**src/rtl/phy_rx_serial_to_parallel.sv**
```systemverilog
// phy_rx_serial_to_parallel: PCIe lane RX deserializer, COM (K28.5) byte alignment and lock
//   clk_32f   in  bit-rate clock, rising edge
//   reset     in  asynchronous active-low reset
//   data_in   in  serial bit, MSB of each byte first
//   data_out  out last completed byte while locked (registered)
//   byte_strb out one-cycle pulse when data_out updates
//   valid_out out strobed byte is data (not COM_BYTE)
//   active    out lane aligned and locked
//   Optional macro PHY_RX_REALIGN_EN: a misaligned COM while locked drops lock and realigns.
module phy_rx_serial_to_parallel #(
  parameter logic [7:0] COM_BYTE       = 8'hBC,
  parameter int         COM_LOCK_COUNT = 4
) (
  input  logic       clk_32f,
  input  logic       reset,
  input  logic       data_in,
  output logic [7:0] data_out,
  output logic       byte_strb,
  output logic       valid_out,
  output logic       active
);
  localparam int BW = $clog2(COM_LOCK_COUNT + 1);
  localparam logic [BW-1:0] LOCK_MAX = BW'(COM_LOCK_COUNT);
  typedef enum logic [1:0] {SEARCH, ALIGN, LOCKED} state_t;
  state_t        state;
  logic [6:0]    sr;
  logic [2:0]    bit_cnt;
  logic [BW-1:0] bc_cnt;
  logic [7:0]    nxt;
  logic          is_com;
  logic          boundary;
  // only the 7 most recent bits are kept; the incoming bit completes the window
  assign nxt      = {sr, data_in};
  assign is_com   = nxt == COM_BYTE;
  assign boundary = bit_cnt == 3'd7;
  always_ff @(posedge clk_32f or negedge reset) begin
    if (!reset) begin
      state     <= SEARCH;
      sr        <= '0;
      bit_cnt   <= '0;
      bc_cnt    <= '0;
      data_out  <= 8'h00;
      byte_strb <= 1'b0;
      valid_out <= 1'b0;
      active    <= 1'b0;
    end else begin
      sr        <= nxt[6:0];
      byte_strb <= 1'b0;
      valid_out <= 1'b0;
      case (state)
        SEARCH: if (is_com) begin
          bit_cnt <= '0;
          bc_cnt  <= BW'(1);
          state   <= COM_LOCK_COUNT == 1 ? LOCKED : ALIGN;
          active  <= COM_LOCK_COUNT == 1;
        end
        ALIGN: begin
          bit_cnt <= bit_cnt + 3'd1;
          if (boundary) begin
            if (!is_com) begin
              bc_cnt <= '0;
              state  <= SEARCH;
            end else if (bc_cnt >= LOCK_MAX - 1'b1) begin
              bc_cnt <= LOCK_MAX;
              state  <= LOCKED;
              active <= 1'b1;
            end else
              bc_cnt <= bc_cnt + 1'b1;
          end
        end
        LOCKED: begin
          bit_cnt <= bit_cnt + 3'd1;
          if (boundary) begin
            data_out  <= nxt;
            byte_strb <= 1'b1;
            valid_out <= !is_com;
          end
`ifdef PHY_RX_REALIGN_EN
          // a COM off the established phase restarts alignment at its own phase
          else if (is_com) begin
            active  <= 1'b0;
            bit_cnt <= '0;
            bc_cnt  <= BW'(1);
            state   <= ALIGN;
          end
`endif
        end
        default: state <= SEARCH;
      endcase
    end
  end
endmodule

```
**config.mk**
```make
export PLATFORM = sky130hd
export DESIGN_NAME = phy_rx_serial_to_parallel
export DESIGN_NICKNAME = d
export VERILOG_FILES = /design/src/rtl/phy_rx_serial_to_parallel.sv
export SDC_FILE = /design/constraint.sdc
export NUM_CORES = 1
export LEC_CHECK = 0
export ABC_CLOCK_PERIOD_IN_PS = 1700
export CORE_ASPECT_RATIO = 0.8
export CORE_MARGIN = 3
export CORE_UTILIZATION = 48
export DETAILED_ROUTE_END_ITERATION = 8
export PLACE_DENSITY_LB_ADDON = 0.05
export SLEW_MARGIN = 20
export SYNTH_ARGS = -nofsm -noshare
export SYNTH_HDL_FRONTEND = slang
export SYNTH_SLANG_ARGS = --single-unit
```
**constraint.sdc**
```tcl
create_clock -name clk_32f -period 1.7 [get_ports clk_32f]
set_clock_uncertainty 0.2 [all_clocks]
set_input_delay 0.34 -clock clk_32f [delete_from_list [all_inputs] [get_ports clk_32f]]
set_output_delay 0.34 -clock clk_32f [all_outputs]
set_load 0.01 [all_outputs]
```
==> metrics.txt, run 1 <==
Worst R2R Start bit_cnt[1]$_DFFE_PN0P_; met3 wire length 113 µm; unrepaired setup endpoints after global routing yes; Worst Hold Margin between 0.15 and 0.2 ns; CTS tree yes; pre-CTS setup slack -0.2683 ns; Die Y 49.76 µm; Least-Margin Pin Slew 0.3263 ns; crit path time final 1.687 ns; Clock Sinks 26; Die Width roughly 60 µm; Crit Path Class flop to flop; post-route ant nets 0; num rows 15; Syn Inst Count 84; initial antenna violation count 0; GPL Wtd Cong 0.9046; H-tree Lvls 1; Layout fillers 171; flop-to-flop setup slack ~0.013 ns; drc violations 0; Worst Hold Class input pin to asynchronous set/reset pin; Die ar. 3020 µm²; Clk pin slew, worst setup/hold paths 0.14 ns; fin area 1525 µm²; final hold violations 0; Final period util 0.9924; leakage 0.0007261 µW; First DRT Iteration DRCs 8; clock latency at the later pin of the worst-skew pair 0.33 ns; top layer used by detailed routing met4; final setup fails 0; top cells by area, synth dfrtp_1, mux2_2, ha_1; Max-cap violations 0; Num CTS Buffers 3; Rel. slew slack 0.7825; Final Max Slew Viols 0; GRT overflow 0; Synth cell types 26; GRT Resource Usage Total 0.1682; synthesis-stage register bit count 26; Crit path required time 1.78 ns; Routed WL per cell 15.48 µm; Tot Pwr roughly 1100 µW; pwr dens 741.1 nW/µm²; M1 WL approximately 970 µm; register area share after synthesis 0.5664; Core ar. 2215 µm²; TritonRoute pass-1 iters 4; final worst slack 0.01296 ns; RR Endpoint bc_cnt[2]$_DFFE_PN0P_; initial core utilization 0.5186; outcome finished clean; Crit Path Max Fanout 4; Mapped Area about 1100 µm²; Mapped Nets 94; count of yosys warnings during synthesis 0; Reg2Reg Depth 6; Avg Synthesized Cell Area around 14 µm²; Critical Path Start Type flop; I/O pin total 14; Root Buffer clkbuf_4; Synth area leader dfrtp_1; Antenna Cells 0; final WL 2.152 mm; CP Launch Point bit_cnt[1]$_DFFE_PN0P_; vias in the first global route 836; post-layout util 0.6887; Area Overhead vs Synth 32.79%; drt via density 5.705; DR WL met2 1.019 mm; worst setup path end bc_cnt[2]$_DFFE_PN0P_; arrival time at the worst endpoint 1.77 ns; Final nets 125; share of cells above drive strength 1 0.3772; HPWL Detailed 1.496 mm; Clock Path Buffers 2; Cell Area, Placed 1380 µm²; first-pass GRT wire length 3.732 mm; largest net degree at the start of global routing 27; Max IR drop VDD 0.4787 mV; via count 793; port buffer count 13; Max Fclk 592.8 MHz; CP Capture Type flop; top cell type's share of synthesized area 0.5664
-- area by class of cell --
type | count | area, µm² | share of cell area
multi-input cells | 51 | 550.5 | 0.3610
inverters | 7 | 26.28 | 0.01723
repair buffers | 26 | 214.0 | 0.1403
well taps | 25 | 31.28 | 0.02051
flip-flops and latches | 26 | 650.6 | 0.4266
clock buffers | 3 | 22.52 | 0.01477
clock inverters | 1 | 30.03 | 0.01969
-- power breakdown --
| part | switching (µW) | total, µW | internal, µW |
|---|---|---|---|
| clock | 187 | 426 | 239 |
| sequential | 13.3 | 650 | 636 |
| combinational | 25.2 | 54.6 | 29.4 |
| total | 226 | 1130 | 905 |
-- placed cells by master (no fill, tap or decap), types with 2 or more instances in the layout --
cell type        count
ha_2                 4
buf_4               13
a31oi_1              2
o21ai_1              3
clkdlybuf4s50_1      2
a211o_1              3
dlygate4sd2_1       11
dfrtp_1             26
mux2_2               7
and2_1               2
a22o_1               3
clkbuf_4             3
inv_1                7
nor2_1               2
a21oi_1              2
mux2_4               2
o2bb2ai_1            2
ha_4                 2
-- timing repair --
item | CTS | global route
gates resized for setup | 22 | 6
endpoints found under the setup margin | 25 | 6
setup buffers | 1 | 3
pin swaps | 5 | 5
hold buffers | 0 | 0
-- cells in the mapped netlist, drive strengths merged --
master   number
dfrtp        26
mux2          9
ha            7
inv           7
o21ai         5
a211o         3
a21oi         3
a22o          3
a31oi         2
and2          2
nand2         2
nor2          2
o2bb2ai       2
a2111oi       1
a211oi        1
a21boi        1
a21o          1
nand3         1
nand4b        1
nand4bb       1
nor3          1
nor4          1
o32ai         1
or2           1
-- state kept, by name, indices dropped and copies added (netlist names) --
signal,count
active,1
bc_cnt,3
bit_cnt,3
byte_strb,1
data_out,8
sr,7
state,2
valid_out,1
-- worst max-delay path, cell delays in order (launching register included) --
cell       delay (ns)
dfrtp_1          0.40
ha_2             0.20
ha_4             0.14
inv_1            0.07
buf_4            0.15
a2111oi_2        0.33
a211o_1          0.14
-- stage by stage --
stage / cells / TNS [ns]
2_1_floorplan: 84 / -0.006390
3_3_place_gp: 131 / -1.789
3_5_place_dp: 131 / -2.232
4_1_cts: 136 / -0.06670
5_1_grt: 139 / -0.4018
6_report: 139 / 0
-- cells by family (layout without fill, tap and decap cells) --
family,count (synthesis),in the layout,synth area share
and+or+nand+nor,12,12,0.09041
DFF,26,26,0.5664
muxes,9,9,0.08824
buffers and inverters,7,37,0.02288
adders and majority gates,7,7,0.07625
AOI/OAI and AO/OA,23,23,0.1558
-- worst min-delay path by stage --
stage / end / slack [ns] / depth (start not counted)
floorplan: active$_DFFE_PN0P_ / -0.16 / 0
global placement: sr[1]$_DFF_PN0_ / 0.19 / 0
detailed placement: sr[6]$_DFF_PN0_ / 0.20 / 0
CTS: bit_cnt[2]$_DFFE_PN0P_ / 0.15 / 2
global route: data_out[4]$_DFFE_PN0P_ / 0.16 / 2
finish: sr[6]$_DFF_PN0_ / 0.16 / 2
-- per-layer routing --
| metal | GRT usage | vias to the layer above |
|---|---|---|
| met5 | 0 | - |
| met4 | 0.05776 | 0 |
| met3 | 0.06283 | 7 |
| met2 | 0.2776 | 21 |
| met1 | 0.1980 | 393 |
| li1 | - | 372 |
Note: power is estimated with default switching activity, not from simulation.
==> run 2: changes to the inputs <==
--- a/config.mk
+++ b/config.mk
@@ -7,7 +7,7 @@
 export LEC_CHECK = 0
 export ABC_CLOCK_PERIOD_IN_PS = 1700
 export CORE_ASPECT_RATIO = 0.8
-export CORE_MARGIN = 3
+export CORE_MARGIN = 1
 export CORE_UTILIZATION = 48
 export DETAILED_ROUTE_END_ITERATION = 8
 export PLACE_DENSITY_LB_ADDON = 0.05
==> metrics.txt, run 2 (synthesis results as in run 1) <==
Root Buffer clkbuf_4; GRT Resource Usage Total 0.1911; post-route ant nets 0; CTS tree yes; DR WL met2 around 950 µm; arrival time at the worst endpoint 1.73 ns; Antenna Cells 0; Max IR drop VDD 0.5393 mV; met3 wire length 84 µm; clock latency at the later pin of the worst-skew pair 0.32 ns; largest net degree at the start of global routing 27; M1 WL 1.020 mm; Worst Hold Class input pin to asynchronous set/reset pin; num rows 15; Largest Register data_out; final hold violations 0; port buffer count 13; unrepaired setup endpoints after global routing yes; Slowest Stage Delay on Critical Path 0.41 ns; drt via density ~5.5; Rel. slew slack 0.7878; Clock Path Buffers 2; H-tree Lvls 1; Die Y 45.76 µm; flop-to-flop setup slack -0.0009 ns; violations in the final reports DRC, setup timing; Die ar. 2594 µm²; Num CTS Buffers 3; via count around 750; RR Endpoint bc_cnt[2]$_DFFE_PN0P_; Reg2Reg Depth 5; top layer used by detailed routing met4; GRT overflow 0; Worst R2R Start bc_cnt[1]$_DFFE_PN0P_; Final period util 1.001; Tot Pwr 1012 µW; Crit Path Max Fanout 3; vias in the first global route 758; CP Capture Type flop; final setup fails 1; crit path time final 1.701 ns; Clk pin slew, worst setup/hold paths 0.13 ns; I/O pin total 14; Clock Sinks 26; Cell Count, Final, Fillers Out 138; Routed WL per cell 15.04 µm; initial core utilization 0.5186; drc violations 2; First DRT Iteration DRCs 10; critical-path cell list ha_2 > ha_4 > a211oi_4 > a2111oi_4 > a211o_1; initial antenna violation count 0; top flop regs data_out x8, sr x7; leakage 0.0007024 µW; outcome finished, violations left; final WL ~2.1 mm; Critical Path Start Type flop; first-pass GRT wire length 3.574 mm; Final Max Slew Viols 0; Die Width approximately 57 µm; Area Overhead vs Synth 30.17%; Max-cap violations 0; TritonRoute pass-1 iters 8; HPWL Detailed 1.484 mm; Least-Margin Pin Slew about 0.32 ns; Largest register FFs 8; Core ar. ~2200 µm²; DP Cell Count approximately 130; Max Fclk 587.9 MHz; Crit Path Class flop to flop; most common cell after layout, fill and taps aside dfrtp_1; Final nets 124; final worst slack -0.0008651 ns; GPL Wtd Cong 0.8655; Crit path required time 1.73 ns; most frequent cells in the layout dfrtp_1, buf_4, dlygate4sd2_1; share of cells above drive strength 1 0.3628; Crit-path slowest cell dfrtp_1; post-layout util 0.6751; pwr dens 676.7 nW/µm²
run 2: worst max-delay path, delay by kind of cell, from the launching register on:
| kind | cells | cell delay (ns) |
|---|---|---|
| compound gates | 3 | 0.63 |
| flops | 1 | 0.41 |
| fa+ha+maj | 2 | 0.36 |
run 2: final cells by class:
class / count / area (µm²)
inverters: 7 / 26.28
multi-input cells: 51 / 544.3
well taps: 25 / 31.28
fillers: 169 / 719.4
repair buffers: 25 / 206.4
clock buffers: 4 / 36.28
flip-flops and latches: 26 / 650.6
run 2: power breakdown:
part,total (µW),internal (µW),switching [µW]
registers,650,636,13.5
logic,52.9,28.0,24.9
clock network,309,131,178
total,1010,796,216
run 2: per-stage QoR:
| step | instance area, µm² | hold WS, ns | setup TNS (ns) | setup WS (ns) |
|---|---|---|---|---|
| after CTS | 1465 | 0.1654 | -0.01275 | -0.01275 |
| after global routing | 1495 | 0.2000 | -0.2253 | -0.06756 |
| after floorplan | 1151 | -0.1556 | -0.006390 | -0.006390 |
| after detailed placement | 1380 | 0.2023 | -2.401 | -0.2595 |
| final | 1495 | 0.1689 | -0.0008651 | -0.0008651 |
| after global placement | 1380 | 0.1924 | -1.753 | -0.2217 |
run 2: layer usage:
layer,global-route usage,vias to the layer above
met5,0,-
met4,0.04500,0
met3,0.06250,3
met2,0.3286,13
met1,0.2390,372
li1,-,365
run 2: repair_timing:
item,in CTS,in global routing
hold buffers,0,0
endpoints found under the setup margin,24,7
hold endpoints to repair,0,0
resized for setup,23,2
buffers inserted,1,2
gates cloned,0,0
pin swaps,5,4
run 2: how the worst max path moves through the flow:
stage,from,cells past startpoint,to
detailed placement,data_in,5,bit_cnt[0]$_DFFE_PN0P_
floorplan,bc_cnt[0]$_DFFE_PN0P_,5,bc_cnt[2]$_DFFE_PN0P_
finish,bc_cnt[1]$_DFFE_PN0P_,5,bc_cnt[2]$_DFFE_PN0P_
global placement,data_in,5,bc_cnt[2]$_DFFE_PN0P_
global route,bc_cnt[1]$_DFFE_PN0P_,5,bc_cnt[2]$_DFFE_PN0P_
CTS,bit_cnt[1]$_DFFE_PN0P_,6,bc_cnt[2]$_DFFE_PN0P_
==> run 3: changes to the inputs <==
--- a/config.mk
+++ b/config.mk
@@ -10,6 +10,7 @@
 export CORE_MARGIN = 1
 export CORE_UTILIZATION = 48
 export DETAILED_ROUTE_END_ITERATION = 8
+export GPL_ROUTABILITY_DRIVEN = 0
 export PLACE_DENSITY_LB_ADDON = 0.05
 export SLEW_MARGIN = 20
 export SYNTH_ARGS = -nofsm -noshare
==> results of run 3 <==
The final DEF is identical to that of run 2; final timing and power are the same.
